File: src/rtl/dcache_port_arbiter.sv
// dcache_port_arbiter: shares the D-cache port among NUM_LD loads and one store commit, routes in-order load responses.
// Define DCACHE_ARB_STATS_EN to add grant/stall counters on the stat_* ports; they are tied to 0 otherwise.
module dcache_port_arbiter #(
   parameter int NUM_LD       = 2,
   parameter int OUT_DEPTH    = 4,
   parameter int STARVE_LIMIT = 4
) (
   input  logic                   clock,
   input  logic                   reset_n,
   input  logic [NUM_LD-1:0]      ld_req,
   input  logic [NUM_LD-1:0][31:0] ld_addr,
   output logic [NUM_LD-1:0]      ld_grant,
   input  logic                   st_req,
   input  logic [31:0]            st_addr,
   input  logic [31:0]            st_data,
   output logic                   st_grant,
   input  logic                   flush,
   output logic                   mem_req_valid,
   output logic                   mem_req_is_store,
   output logic [31:0]            mem_req_addr,
   output logic [31:0]            mem_req_data,
   input  logic                   mem_req_ready,
   input  logic                   mem_rsp_valid,
   input  logic [63:0]            mem_rsp_data,
   output logic [NUM_LD-1:0]      ld_rsp_valid,
   output logic [63:0]            ld_rsp_data,
   output logic                   rsp_err,
   output logic [31:0]            stat_ld_grants,
   output logic [31:0]            stat_st_grants,
   output logic [31:0]            stat_full_stalls
);
   localparam int IDW = NUM_LD > 1 ? $clog2(NUM_LD) : 1;
   localparam int PW  = $clog2(OUT_DEPTH);
   localparam int SW  = $clog2(STARVE_LIMIT + 1);
   logic [IDW-1:0]       rr_ptr, ld_sel;
   logic [SW-1:0]        starve_cnt;
   logic [PW-1:0]        wr_ptr, rd_ptr;
   logic [PW:0]          cnt;
   logic [OUT_DEPTH-1:0] live;
   logic [IDW-1:0]       fifo_id [OUT_DEPTH];
   logic [NUM_LD-1:0]    ld_elig;
   logic full, can_issue, any_ld, ld_win, st_win, pop, deliver;
   assign full      = cnt == (PW+1)'(OUT_DEPTH);
   assign can_issue = reset_n && mem_req_ready && !flush;
   assign ld_elig   = full ? '0 : ld_req;
   assign any_ld    = |ld_elig;
   // Descending scan: the last hit is the first eligible requester at or after rr_ptr.
   always_comb begin
      ld_sel = rr_ptr;
      for (int k = NUM_LD - 1; k >= 0; k--)
         if (ld_elig[(int'(rr_ptr) + k) % NUM_LD]) ld_sel = IDW'((int'(rr_ptr) + k) % NUM_LD);
   end
   assign st_win           = can_issue && st_req && (starve_cnt == SW'(STARVE_LIMIT) || !any_ld);
   assign ld_win           = can_issue && any_ld && !st_win;
   assign ld_grant         = ld_win ? NUM_LD'(1) << ld_sel : '0;
   assign st_grant         = st_win;
   assign mem_req_valid    = ld_win || st_win;
   assign mem_req_is_store = st_win;
   assign mem_req_addr     = st_win ? st_addr : ld_win ? ld_addr[ld_sel] : '0;
   assign mem_req_data     = st_win ? st_data : '0;
   assign pop              = reset_n && mem_rsp_valid && cnt != '0;
   assign deliver          = pop && live[rd_ptr];
   assign ld_rsp_valid     = deliver ? NUM_LD'(1) << fifo_id[rd_ptr] : '0;
   assign ld_rsp_data      = deliver ? mem_rsp_data : '0;
   always_ff @(posedge clock) begin
      if (!reset_n) begin
         rr_ptr     <= '0;
         starve_cnt <= '0;
         wr_ptr     <= '0;
         rd_ptr     <= '0;
         cnt        <= '0;
         live       <= '0;
         rsp_err    <= 1'b0;
      end else begin
         if (ld_win) rr_ptr <= ld_sel == IDW'(NUM_LD - 1) ? '0 : ld_sel + 1'b1;
         if (st_win) starve_cnt <= '0;
         else if (st_req && mem_req_ready && starve_cnt != SW'(STARVE_LIMIT)) starve_cnt <= starve_cnt + 1'b1;
         if (ld_win) wr_ptr <= wr_ptr + 1'b1;
         if (pop) rd_ptr <= rd_ptr + 1'b1;
         cnt  <= cnt + (PW+1)'(ld_win) - (PW+1)'(pop);
         live <= (flush ? '0 : live) | (ld_win ? OUT_DEPTH'(1) << wr_ptr : '0);
         if (mem_rsp_valid && cnt == '0) rsp_err <= 1'b1;
      end
   end
   always_ff @(posedge clock)
      if (ld_win) fifo_id[wr_ptr] <= ld_sel;
`ifdef DCACHE_ARB_STATS_EN
   always_ff @(posedge clock) begin
      if (!reset_n) begin
         stat_ld_grants   <= '0;
         stat_st_grants   <= '0;
         stat_full_stalls <= '0;
      end else begin
         stat_ld_grants   <= stat_ld_grants + 32'(ld_win);
         stat_st_grants   <= stat_st_grants + 32'(st_win);
         stat_full_stalls <= stat_full_stalls + 32'(full && |ld_req);
      end
   end
`else
   assign stat_ld_grants   = '0;
   assign stat_st_grants   = '0;
   assign stat_full_stalls = '0;
`endif
endmodule

File: config.mk
export PLATFORM = sky130hd
export DESIGN_NAME = dcache_port_arbiter
export DESIGN_NICKNAME = d
export VERILOG_FILES = /design/src/rtl/dcache_port_arbiter.sv
export SDC_FILE = /design/constraint.sdc
export NUM_CORES = 1
export LEC_CHECK = 0
export BUFFER_PORTS_ARGS = -buffer_cell sky130_fd_sc_hd__buf_4
export CAP_MARGIN = 20
export CORE_AREA = 2 2 168 170
export DETAILED_ROUTE_END_ITERATION = 10
export DIE_AREA = 0 0 170 172
export GPL_ROUTABILITY_DRIVEN = 0
export GPL_TIMING_DRIVEN = 0
export PLACE_DENSITY_LB_ADDON = 0.08
export REMOVE_ABC_BUFFERS = 1
export SYNTH_ARGS = -nofsm -noshare
export SYNTH_HDL_FRONTEND = slang
export SYNTH_SLANG_ARGS = --single-unit
File: constraint.sdc
create_clock -name clock -period 2.7 [get_ports clock]
set_input_delay 0.27 -clock clock [delete_from_list [all_inputs] [get_ports clock]]
set_output_delay 0.27 -clock clock [all_outputs]
set_load 0.02 [all_outputs]
==> results.toml <==
[cts]
clk_latency_ns = 0.26
clkSlewWorstSetupHoldPaths_ns = 0.06
cts_sinks = 22
cts_tree = "done"
htree_num_levels = 1
cts_made_buffers = 3
cts_root_buf = "clkbuf_16"
clockBufferDepth = 2

[synth]
syn_area_mm2 = 0.003247
synth_warnings = 0
synth_enable_flop_cells = 4
synth_ff_type = "dfxtp_1"
synth-seq-cells = 22
yosysTopAreaCell = "buf_4"
synth_most_common_cell = "buf_4"
synthTopCellsByCount = "buf_4, and3_1, and2_1, nor2_1, nand2_1"
syn_avg_cell_area_um2 = 7.089
syn_inst = 458
synth_area_leaders = "buf_4, and3_1, dfxtp_1"
synthArstFlopShare_pct = 0
yosys.area.top_type_share_pct = 22.43
seq_area_frac_synth_pct = 14.80
synth_cell_type_count = 38

[place]
portBuffers = 335
pre_cts_slack_ns = -0.2487
place_hpwl_um = 12980
placed_area_mm2 = 0.005789
dp_cells = 1108

[floorplanning]
die_width_um = 170
die_area_mm2 = 0.02924
row_count = 61
initial_core_util_pct = 11.82
core_area_mm2 = 0.02748
ioPinCount = 432
die_h_um = 172

[global_routing]
grt_pass1_vias = 3734
antenna_found_initial = 0
grt_max_degree = 67
grt_pass1_wl_um = 21780
grt_overflow = 0
grt_use_total_pct = 9.493

[drt]
firstDrtPassIters = 4
drtAntennaViolNets = 0
drt_iter0_drc = 94
wl_per_cell_um = 14.14
num_vias = 3990
post-route-drc-count = 0
viasPerCell = 3.578
wl_um = 15770

[sta]
fin_crit_ns = 2.540
hold_viol = 0
fmax_ghz = 0.3936
slew_headroom_pct = 34.71
fin_skew_ns = 0.004538
final_max_slew_viol_count = 0
fin_ws_ns = 0.1596
finalCritPeriodShare_pct = 94.09
setup_viol = 0
tightest_slew_ns = 0.9794
tns_ns = 0

[power]
p_sw_w = 0.0006736
powerDensity_mw_per_mm2 = 292.5
ir_drop_mv = 0.1611
total_power_w = 0.001747
p_int_w = 0.001074
p_seq_share_pct = 23.7
p_sw_share_pct = 38.55
leakagePower_nw = 3.291
p_clk_share_pct = 24.0
combPwrFrac_pct = 52.3

[critical_path]
cp-end-kind = "flop"
worst_ep_required_time_ns = 2.85
crit_fanout = 3
start_kind = "flop"
crit_type = "flop to flop"
worstPathArrival_ns = 2.69

[final_layout]
n_fill_cell = 3169
final_area_mm2 = 0.005973
finalNonFillerCells = 1115
nets = 979
synthToLayoutAreaGrowth_pct = 83.97
num_antenna_cells = 0
drive_gt1_share_pct = 47.20

[min_path]
hold_path_class = "primary input to flop"

[run]
drv_cap = 0

[status]
outcome = "completed"
## worst paths after layout
kind	start	endpoint	slack [ns]	cells past startpoint
hold reg to reg	live[3]	live[3]	0.46	1
hold / removal	mem_rsp_valid	rsp_err	0.28	3
setup reg to reg	starve_cnt[0]	cnt[2]	0.16	12
setup / recovery	starve_cnt[0]	cnt[2]	0.16	12
## metrics by stage
step                hold WS, ns  util [%]
finish                   0.2768     21.74
global route             0.3141     21.74
CTS                      0.2781     21.53
detailed placement       0.4405     21.07
global placement         0.4390     20.61
floorplan                0.3917         -
## cells by family after synthesis
family | Yosys count | share of synthesized area, %
simple gates | 200 | 33.06
buf+inv | 139 | 28.21
compound gates | 76 | 16.22
flops | 22 | 14.80
fa+ha+maj | 9 | 3.700
xor+xnor | 7 | 1.888
mux | 4 | 2.004
other cells | 1 | 0.1155
## critical path: stages (launching register included)
cell       delay [ns]
dfxtp_2          0.35
inv_1            0.05
ha_1             0.20
and2_4           0.19
a2111oi_4        0.37
inv_1            0.11
ha_1             0.30
inv_1            0.05
ha_1             0.13
inv_1            0.05
fa_1             0.37
xnor2_1          0.13
and2_1           0.14
## final cells by class
cell class | count | area (um2) | share of cell area (%)
clock inverter | 1 | 30.03 | 0.5027
sequential | 22 | 483.0 | 8.085
tap | 346 | 432.9 | 7.248
inverter | 7 | 26.28 | 0.4399
clock buffer | 3 | 75.07 | 1.257
multi-input combinational | 392 | 2271 | 38.02
timing repair buffer | 344 | 2655 | 44.45
## repair_timing
| action | CTS | global route |
|---|---|---|
| resized for setup | 3 | 8 |
| buffers inserted | 1 | 2 |
| setup endpoints to repair | 7 | 24 |
| hold buffers | 0 | 0 |
| pin swaps | 1 | 2 |
## cells in the final DEF, fill, tap and decap left out, types with 2 or more instances in the layout
| cell type | Yosys | routed |
|---|---|---|
| nand2_1 | 35 | 35 |
| mux4_2 | 2 | 2 |
| a21oi_1 | 33 | 33 |
| nor2b_1 | 4 | 4 |
| buf_12 | 0 | 3 |
| buf_4 | 97 | 338 |
| o31ai_1 | 32 | 30 |
| mux2i_1 | 2 | 2 |
| and2_1 | 44 | 43 |
| nor2_1 | 43 | 43 |
| xnor2_1 | 5 | 5 |
| xor2_1 | 2 | 2 |
| and3_1 | 66 | 66 |
| edfxtp_1 | 4 | 4 |
| a21o_1 | 4 | 4 |
| conb_1 | 1 | 96 |
| dfxtp_2 | 0 | 2 |
| inv_1 | 7 | 7 |
| buf_8 | 0 | 2 |
| clkbuf_16 | 0 | 3 |
| dfxtp_1 | 18 | 16 |
| ha_1 | 8 | 8 |
## power by group through the flow
| stage | sequential [W] | combinational (W) | clock, W |
|---|---|---|---|
| after global placement | 0.000420 | 0.000878 | 0 |
| after global routing | 0.000422 | 0.00100 | 0.000443 |
| after floorplan | 0.000411 | 0.000447 | 0 |
| after CTS | 0.000412 | 0.000910 | 0.000431 |
| final | 0.000415 | 0.000913 | 0.000419 |
| after detailed placement | 0.000419 | 0.000902 | 0 |
## state kept, by name, summed over array words and instances, names as in the netlist, named ones only
signal	count
cnt	3
fifo_id	4
live	4
rd_ptr	2
rr_ptr	1
rsp_err	1
starve_cnt	3
wr_ptr	2
## metal layers
metal  share of wire [%]  vias up  track usage (%)  routed length (um)
li1                    -     1970                -                   -
met1                  36     1755            10.00                5659
met2                  49      259            17.34                7666
met3                  15        6            4.669                2305
met4                0.85        0            1.561                 134
met5                   0        -                0                   0
Power figures use the tool's default switching activity.
